## src/rtl/cube_pkg.sv

```systemverilog
// cube_pkg: shared definitions for the cube-root unit.
//   cube_state_e  - controller states (IDLE, SHIFT, MUL, CMP)
//   S_INIT/S_STEP - initial shift amount and per-step decrement
//   MUL_CYCLES    - cycles from multiplier launch to result
//   cmp_value     - trial subtrahend (3t+1) << s
package cube_pkg;

    typedef enum logic [1:0] {
        IDLE  = 2'd0,
        SHIFT = 2'd1,
        MUL   = 2'd2,
        CMP   = 2'd3
    } cube_state_e;

    localparam logic [2:0] S_INIT     = 3'd6;
    localparam logic [2:0] S_STEP     = 3'd3;
    localparam int         MUL_CYCLES = 8;

    // Trial value for one digit step; t = y*(y+1) already doubled-y based.
    function automatic logic [15:0] cmp_value(input logic [15:0] t, input logic [2:0] s);
        logic [15:0] tri_s;
        tri_s = (t << 1) + t + 16'd1;
        return tri_s << s;
    endfunction

endpackage

```

## src/rtl/cube_mult.sv

```systemverilog
// mult: sequential 8x8 -> 16 shift-add multiplier.
//   clk_i    clock
//   rst_i    asynchronous active-low reset
//   start_i  launch request, accepted when idle (operands sampled then)
//   a_bi     multiplicand
//   b_bi     multiplier
//   busy_o   high while partial products are still being accumulated
//   y_bo     product, valid once busy_o is low after a launch
// The launch edge already folds in bit 0, so the result is ready
// MUL_CYCLES cycles after the cycle in which start_i was presented.
module mult
    import cube_pkg::*;
(
    input  logic        clk_i,
    input  logic        rst_i,
    input  logic        start_i,
    input  logic [7:0]  a_bi,
    input  logic [7:0]  b_bi,
    output logic        busy_o,
    output logic [15:0] y_bo
);

    localparam logic [2:0] LAST_CNT = 3'(MUL_CYCLES - 2);

    logic [15:0] mcand_r;
    logic [7:0]  mplier_r;
    logic [15:0] acc_r;
    logic [2:0]  cnt_r;
    logic        busy_r;

    // Shift-add datapath: one multiplier bit per clock.
    always_ff @(posedge clk_i or negedge rst_i) begin
        if (!rst_i) begin
            mcand_r  <= 16'd0;
            mplier_r <= 8'd0;
            acc_r    <= 16'd0;
            cnt_r    <= 3'd0;
            busy_r   <= 1'b0;
        end else if (busy_r) begin
            acc_r    <= acc_r + (mplier_r[0] ? mcand_r : 16'd0);
            mcand_r  <= mcand_r << 1;
            mplier_r <= mplier_r >> 1;
            cnt_r    <= cnt_r + 3'd1;
            busy_r   <= (cnt_r != LAST_CNT);
        end else if (start_i) begin
            acc_r    <= b_bi[0] ? {8'd0, a_bi} : 16'd0;
            mcand_r  <= {8'd0, a_bi} << 1;
            mplier_r <= b_bi >> 1;
            cnt_r    <= 3'd0;
            busy_r   <= 1'b1;
        end else begin
            busy_r   <= 1'b0;
        end
    end

    assign busy_o = busy_r;
    assign y_bo   = acc_r;

endmodule

```

## src/rtl/cube.sv

```systemverilog
// cube: sequential floor(cbrt(x)) for an 8-bit unsigned operand.
//   clk_i    clock
//   rst_i    asynchronous active-low reset; aborts any computation
//   start_i  level start request, sampled only while idle
//   x_bi     operand, captured on the accepting edge
//   busy_o   high for exactly 31 cycles per computation
//   y_bo     result register, updated on the edge busy_o falls
// Digit-by-digit root over shifts 6, 3, 0; each step is SHIFT (1),
// MUL (8), CMP (1). The first SHIFT after acceptance spends one extra
// cycle settling the captured operand, giving the fixed 31-cycle latency.
module cube
    import cube_pkg::*;
(
    input  logic       clk_i,
    input  logic       rst_i,
    input  logic       start_i,
    input  logic [7:0] x_bi,
    output logic       busy_o,
    output logic [7:0] y_bo
);

    cube_state_e state_r;
    logic [7:0]  xr_r;
    logic [7:0]  y_r;
    logic [2:0]  s_r;
    logic [15:0] t_r;
    logic        prime_r;
    logic        busy_r;
    logic [7:0]  y_out_r;

    logic [7:0]  mul_a_s;
    logic [7:0]  mul_b_s;
    logic        mul_start_s;
    logic        mul_busy_s;
    logic [15:0] mul_y_s;
    logic [15:0] b_s;
    logic        ge_s;
    logic [7:0]  y_next_s;

    // Multiplier operands y2*(y2+1) with y2 the doubled partial root.
    always_comb begin
        mul_a_s     = y_r << 1;
        mul_b_s     = mul_a_s + 8'd1;
        mul_start_s = (state_r == SHIFT) && !prime_r;
    end

    // Trial compare and root update for the CMP cycle.
    always_comb begin
        b_s      = cmp_value(t_r, s_r);
        ge_s     = ({8'd0, xr_r} >= b_s);
        y_next_s = ge_s ? (y_r + 8'd1) : y_r;
    end

    mult u_mult (
        .clk_i   (clk_i),
        .rst_i   (rst_i),
        .start_i (mul_start_s),
        .a_bi    (mul_a_s),
        .b_bi    (mul_b_s),
        .busy_o  (mul_busy_s),
        .y_bo    (mul_y_s)
    );

    // Controller FSM with working registers and registered outputs.
    always_ff @(posedge clk_i or negedge rst_i) begin
        if (!rst_i) begin
            state_r <= IDLE;
            xr_r    <= 8'd0;
            y_r     <= 8'd0;
            s_r     <= 3'd0;
            t_r     <= 16'd0;
            prime_r <= 1'b0;
            busy_r  <= 1'b0;
            y_out_r <= 8'd0;
        end else begin
            case (state_r)
                IDLE: begin
                    if (start_i) begin
                        xr_r    <= x_bi;
                        y_r     <= 8'd0;
                        s_r     <= S_INIT;
                        prime_r <= 1'b1;
                        busy_r  <= 1'b1;
                        state_r <= SHIFT;
                    end else begin
                        busy_r  <= 1'b0;
                    end
                end
                SHIFT: begin
                    if (prime_r) begin
                        prime_r <= 1'b0;
                    end else begin
                        y_r     <= y_r << 1;
                        state_r <= MUL;
                    end
                end
                MUL: begin
                    if (!mul_busy_s) begin
                        t_r     <= mul_y_s;
                        state_r <= CMP;
                    end else begin
                        t_r     <= t_r;
                    end
                end
                CMP: begin
                    if (ge_s) begin
                        xr_r <= xr_r - b_s[7:0];
                    end else begin
                        xr_r <= xr_r;
                    end
                    y_r <= y_next_s;
                    if (s_r == 3'd0) begin
                        y_out_r <= y_next_s;
                        busy_r  <= 1'b0;
                        state_r <= IDLE;
                    end else begin
                        s_r     <= s_r - S_STEP;
                        state_r <= SHIFT;
                    end
                end
                default: begin
                    busy_r  <= 1'b0;
                    state_r <= IDLE;
                end
            endcase
        end
    end

    assign busy_o = busy_r;
    assign y_bo   = y_out_r;

endmodule

```

## config.mk

```make
export PLATFORM = sky130hd
export DESIGN_NAME = cube
export DESIGN_NICKNAME = d
export VERILOG_FILES = /design/src/rtl/cube_pkg.sv /design/src/rtl/cube_mult.sv /design/src/rtl/cube.sv
export SDC_FILE = /design/constraint.sdc
export NUM_CORES = 1
export LEC_CHECK = 0
export CAP_MARGIN = 20
export CORE_MARGIN = 3
export CORE_UTILIZATION = 55
export DETAILED_ROUTE_END_ITERATION = 6
export GPL_TIMING_DRIVEN = 0
export PLACE_DENSITY = 0.77
export SLEW_MARGIN = 10
export SYNTH_ARGS = -nofsm -noshare
export SYNTH_HDL_FRONTEND = slang
export SYNTH_SLANG_ARGS = --single-unit
export TNS_END_PERCENT = 20
```

## constraint.sdc

```tcl
create_clock -name clk_i -period 5.4 [get_ports clk_i]
set_clock_uncertainty 0.05 [all_clocks]
set_input_delay 1.35 -clock clk_i [delete_from_list [all_inputs] [get_ports clk_i]]
set_output_delay 1.35 -clock clk_i [all_outputs]
set_load 0.05 [all_outputs]
```

* Word level (Yosys, flattened, before mapping) *
Cells that the tools add are included.

word-level totals
  word-level logic and storage cells = 82
  memory bits (writable) = 0
  register bits after elaboration = 91
  output and inout bits = 9
  bits in read-only memories = 0
  memories = 0
  bits in latches = 0

cells by class
  divide/modulo/power cells = 0
  shifts and indexed selects = 1
  reductions and logical operators = 16
  equality and inequality tests = 10
  add/subtract/negate cells = 8
  order comparisons = 1
  bitwise operators = 1
  multiply operators = 0
  multiplexer cells = 32

operators with widths
  cell                   count
  $mux 16                5
  $mux 8                 8
  $add 16x16->16         2
  $pmux 8 s3             1
  $add 16x1->16 const B  1
  $add 8x1->8 const B    2
  $ge 8x16->1            1
  $pmux 8 s2             1
  $shl 16x3->16          1
  $mux 3                 4
  $ne 2x2->1 const B     6
  $reduce_and 3->1       4
  $pmux 2 s4             1
  $reduce_and 2->1       4
  $sub 8x8->8            1
  $mux 1                 6
  $mux 2                 3
  $pmux 3 s2             1
  $reduce_bool 2->1      3
  $eq 2x2->1 const B     2
  $pmux 1 s2             2
  $add 3x1->3 const B    1
  $logic_not 3->1        1
  $ne 3x3->1 const B     1
  7 further kinds        7

* Depth between registers and ports, before layout *
  depth after elaboration = 6
  gate-level depth with buffers = 19

* Modules after synthesis *
Synthesis repeated with hierarchy kept, for this count alone.

unflattened totals
  cell total of the unflattened synthesis = 738
  area, all modules = 6656.4 um^2

modules (own cells, without submodules)
  module  cells each  times used  area each (um^2)  sequential area each (um^2)
  cube    461         1           4140.2            1176.1
  mult    277         1           2516.2            1051.0

* Worst setup path before layout *
Ideal clock, no wire load.

  kind = flip-flop to flip-flop
  start point = register t_r[3]
  end point = register y_r[3]
  arrival = 3.837 ns
  data required time = 5.224 ns
  period minus slack after synthesis = 4.013 ns
  slack = 1.387 ns
  buffers on the path = 0
  library setup time = 0.126 ns
  cell stages (with the launch flop) = 17
  cell sequence = dfrtp_1 -> ha_1 -> a211o_1 -> o211ai_1 -> a21bo_1 -> a221o_1 -> nor2_4 -> a21oi_1 -> nor2_1 -> a21oi_1 -> ha_1 -> a31oi_1 -> a211oi_2 -> o211ai_4 -> nor3_2 -> mux2_1 -> a221o_1

on the way
  cells in the longest elaborated chain, start to end = 6

RTL lines
  element                 line            RTL
  start, declared         cube.sv:26      logic [15:0] t_r;
  start signal, assigned  cube.sv:99      t_r <= mul_y_s;
  start signal, assigned  cube.sv:102     t_r <= t_r;
  $add 16x16->16          cube_pkg.sv:22  tri_s = (t << 1) + t + 16'd1;
  $add 16x1->16           cube_pkg.sv:22
  $shl 16x3->16           cube_pkg.sv:23  return tri_s << s;
  $ge 8x16->1             cube.sv:50      ge_s = ({8'd0, xr_r} >= b_s);
  $mux 8                  cube.sv:51      y_next_s = ge_s ? (y_r + 8'd1) : y_r;
  $pmux 8 s3              cube.sv:76      case (state_r)
  end signal, assigned    cube.sv:93      y_r <= y_r << 1;
  end signal, assigned    cube.sv:111     y_r <= y_next_s;
  end, declared           cube.sv:24      logic [7:0] y_r;

Every way passes these cells.
A chain may end at the register's enable or synchronous reset.

* Final worst setup path *
  start point = register t_r[1]
  end point = register y_r[3]

The elaborated chain is that of the path after synthesis.

==> results_dict.tcl <==
set metrics [dict create \
    run_status "completed" \
    grt_max_degree 47 \
    syn_nets 738 \
    htreeDepth 3 \
    synth_warnings 0 \
    antenna_found_initial 0 \
    start_util_pct 56.7 \
    holdWs_ns 0.435 \
    maxSlewViolCount 0 \
    hpwlAfterDp_um 10600 \
    die_h_um 112 \
    synth_area_per_cell_um2 9.13 \
    setup_tns_ns 0 \
    clock_latency_ns 0.35 \
    synthCells 679 \
    drt_first_pass_iters 5 \
    finalWirelength_um 14100 \
    vias 5071 \
    async_flop_share_pct 100 \
    yosysUniqueCellTypes 76 \
    fin_crit_ns 4.58 \
    slowest_delay_ns 0.53 \
    cp_slowest_cell "mux4_2" \
    setup_viol_count_final 0 \
    cts_root_buf "clkbuf_16" \
    cts_resized 0 \
    drt-met1-wl_um 6250 \
    grt_overflow 0 \
    drt_iter0_drc 296 \
    synth_ff_type "dfrtp_1" \
    fin_util_pct 64.1 \
    syn_area_um2 6200 \
    cts_hold_buf 0 \
    die_area_um2 12600 \
    crit_type "flip-flop to flip-flop" \
    vias_per_cell 5.93 \
    synth_edf_count 0 \
    critPathLaunchType "flip-flop" \
    synth-compound-area-share_pct 21.4 \
    yosys.area_share.simple_pct 16.7 \
    drc 0 \
    numCtsBuffers 9 \
    met3_wirelength_um 519 \
    power_density_nw_per_um2 218 \
    drv_cap 0 \
    gp_congestion 0.870 \
    relSlewSlack_pct 59.4 \
    crit_start "t_r[1]" \
    synthAdderAreaFrac_pct 10.0 \
    critPathCaptureType "flip-flop" \
    yosysSeqAreaShare_pct 34.7 \
    wl_per_cell_um 16.5 \
    finalCritPeriodShare_pct 84.8 \
    vdd_ir_drop_max_v 0.000256 \
    path_cells "inv_1, fa_1, nand2b_1, a21oi_1, nor2_1, mux4_2, mux2i_1, ha_1, nand4_1, o21ai_0, a31oi_1, a211oi_2, o211ai_4, nor3_2, mux2_1, a221o_1" \
    synth_mux_area_share_pct 7.26 \
    p_leak_nw 3.13 \
    grt_first_pass_wirelength_um 24100 \
    cts_sinks 86 \
    drive_gt1_share_pct 10.5 \
    required_ns 5.58 \
    synth-seq-cells 86 \
    final_hold_viol_count 0 \
    worstHoldStart "y_bo[3]" \
    drt.antenna.violating_nets 0 \
    io_buffers 19 \
    io_pins 20 \
    diodes 0 \
    max_freq_mhz 218 \
    dr_wl_met2_um 7010 \
    nets 769 \
    clockBufferDepth 2 \
    critPathMaxFanout 7 \
    cts_tree "yes" \
    tightest_slew_ns 0.607 \
    synthXorXnorAreaFrac_pct 4.80 \
    reg2reg_from "t_r[1]" \
    post_cts_buffers 0 \
    top_layer_used "met4" \
    crit_arrival_ns 4.75 \
    grt_pass1_vias 5107 \
    clk_pin_slew_ns 0.06 \
    grt_use_total_pct 23.5 \
    core_area_um2 10900 \
    die_w_um 112 \
    synth_top_family_by_area "compound AO/OA/AOI/OAI gates" \
    std_cell_rows 38 \
    rsz0062_at_grt "no" \
    hp-class "flip-flop to flip-flop" \
    area_growth_pct 13.1 \
]
## registers in the layout (all words and copies together), names as in the netlist
signal and cells:
busy_o 1, prime_r 1, s_r 3, state_r 2, t_r 15, u_mult.busy_o 1, u_mult.cnt_r 3, u_mult.mcand_r 14
u_mult.mplier_r 7, u_mult.y_bo 15, xr_r 8, y_bo 8, y_r 8
## cell families after synthesis
group,after synthesis
xor+xnor,34
simple gates,204
other cells,1
flops,86
fa+ha+maj,48
compound gates,202
mux,40
buf+inv,64
## synthesized netlist by cell type, drive strengths merged, types with 3 or more instances
library cell | number | area [µm²]
a21o | 12 | 90.1
clkbuf | 25 | 114
nor4 | 4 | 61.3
or3 | 3 | 18.8
mux2i | 18 | 180
and2 | 20 | 125
ha | 45 | 563
nand3 | 8 | 40.0
o22ai | 12 | 81.3
a211oi | 10 | 80.1
a211o | 5 | 47.6
xnor2 | 20 | 175
mux2 | 20 | 225
a21oi | 66 | 330
nor2b | 8 | 50.1
a31oi | 9 | 62.6
fa | 3 | 60.1
nand2b | 7 | 43.8
nor2 | 38 | 158
or2 | 3 | 18.8
dfrtp | 86 | 2150
a221o | 4 | 40.0
o21ai | 49 | 245
o21bai | 3 | 22.5
nand2 | 86 | 323
o211ai | 10 | 93.8
and3 | 12 | 81.3
xor2 | 14 | 123
nor3b | 3 | 27.5
nor3 | 6 | 35.0
o21a | 4 | 30.0
buf | 10 | 75.1
inv | 27 | 101
## power by group
| group | total, mW | internal (mW) | switching [mW] |
|---|---|---|---|
| clock | 0.856 | 0.605 | 0.251 |
| sequential | 0.645 | 0.645 | 0.000122 |
| combinational | 0.0283 | 0.0107 | 0.0175 |
## per-stage QoR
| stage | cell area (µm²) | cells | worst slack (ns) | total power [mW] |
|---|---|---|---|---|
| floorplan | 6200 | 679 | 1.39 | 0.661 |
| global placement | 6570 | 838 | -0.191 | 0.683 |
| detailed placement | 6590 | 839 | 0.913 | 0.685 |
| CTS | 7010 | 855 | 0.845 | 1.54 |
| global route | 7010 | 855 | 0.574 | 1.57 |
| finish | 7010 | 855 | 0.823 | 1.53 |
## worst paths after layout
check	to	slack, ns	cells past startpoint
min in group asynchronous	t_r[14]	0.94	1
max reg2reg	y_r[3]	0.82	16
max	y_r[3]	0.82	16
min reg2reg	y_bo[3]	0.44	2
min	y_bo[3]	0.44	2
max in group asynchronous	y_bo[3]	3.75	2
## critical path, delay by kind of cell (launching register included)
kind | cells | cell delay [ns]
buffers and inverters | 1 | 0.11
flip-flops | 1 | 0.45
multiplexers | 3 | 1.09
AO/OA/AOI/OAI | 6 | 1.34
AND/OR/NAND/NOR | 4 | 0.70
adder cells (fa/ha/maj) | 2 | 0.72
## cells in the final DEF, fill, tap and decap left out, types with 7 or more instances in the layout
master,n
nor2_1,36
clkbuf_16,9
inv_1,27
dfrtp_1,86
mux2i_1,18
nand2_1,86
nand3_1,8
a21o_1,12
a211oi_1,9
a21oi_1,66
nor2b_1,8
mux2_2,18
clkdlybuf4s50_1,18
and3_1,10
clkbuf_1,23
o21ai_0,45
nand2b_1,7
o22ai_1,11
xor2_1,14
a31oi_1,8
ha_1,45
and2_1,18
xnor2_1,20
o211ai_1,8
## area by class of cell
| cell class | count | area, µm² |
|---|---|---|
| fillers | 886 | 3920 |
| repair buffers | 20 | 215 |
| plain buffers | 37 | 211 |
| clock inverters | 6 | 180 |
| inverters | 27 | 101 |
| clock buffers | 10 | 239 |
| well taps | 140 | 175 |
| flip-flops and latches | 86 | 2150 |
| multi-input cells | 529 | 3740 |
## layer usage
metal	track usage [%]	vias to the layer above
met3	4.15	21
li1	-	2483
met2	40.3	100
met1	29.9	2467
met5	0	-
met4	8.33	0
(Power assumes the default switching activity.)
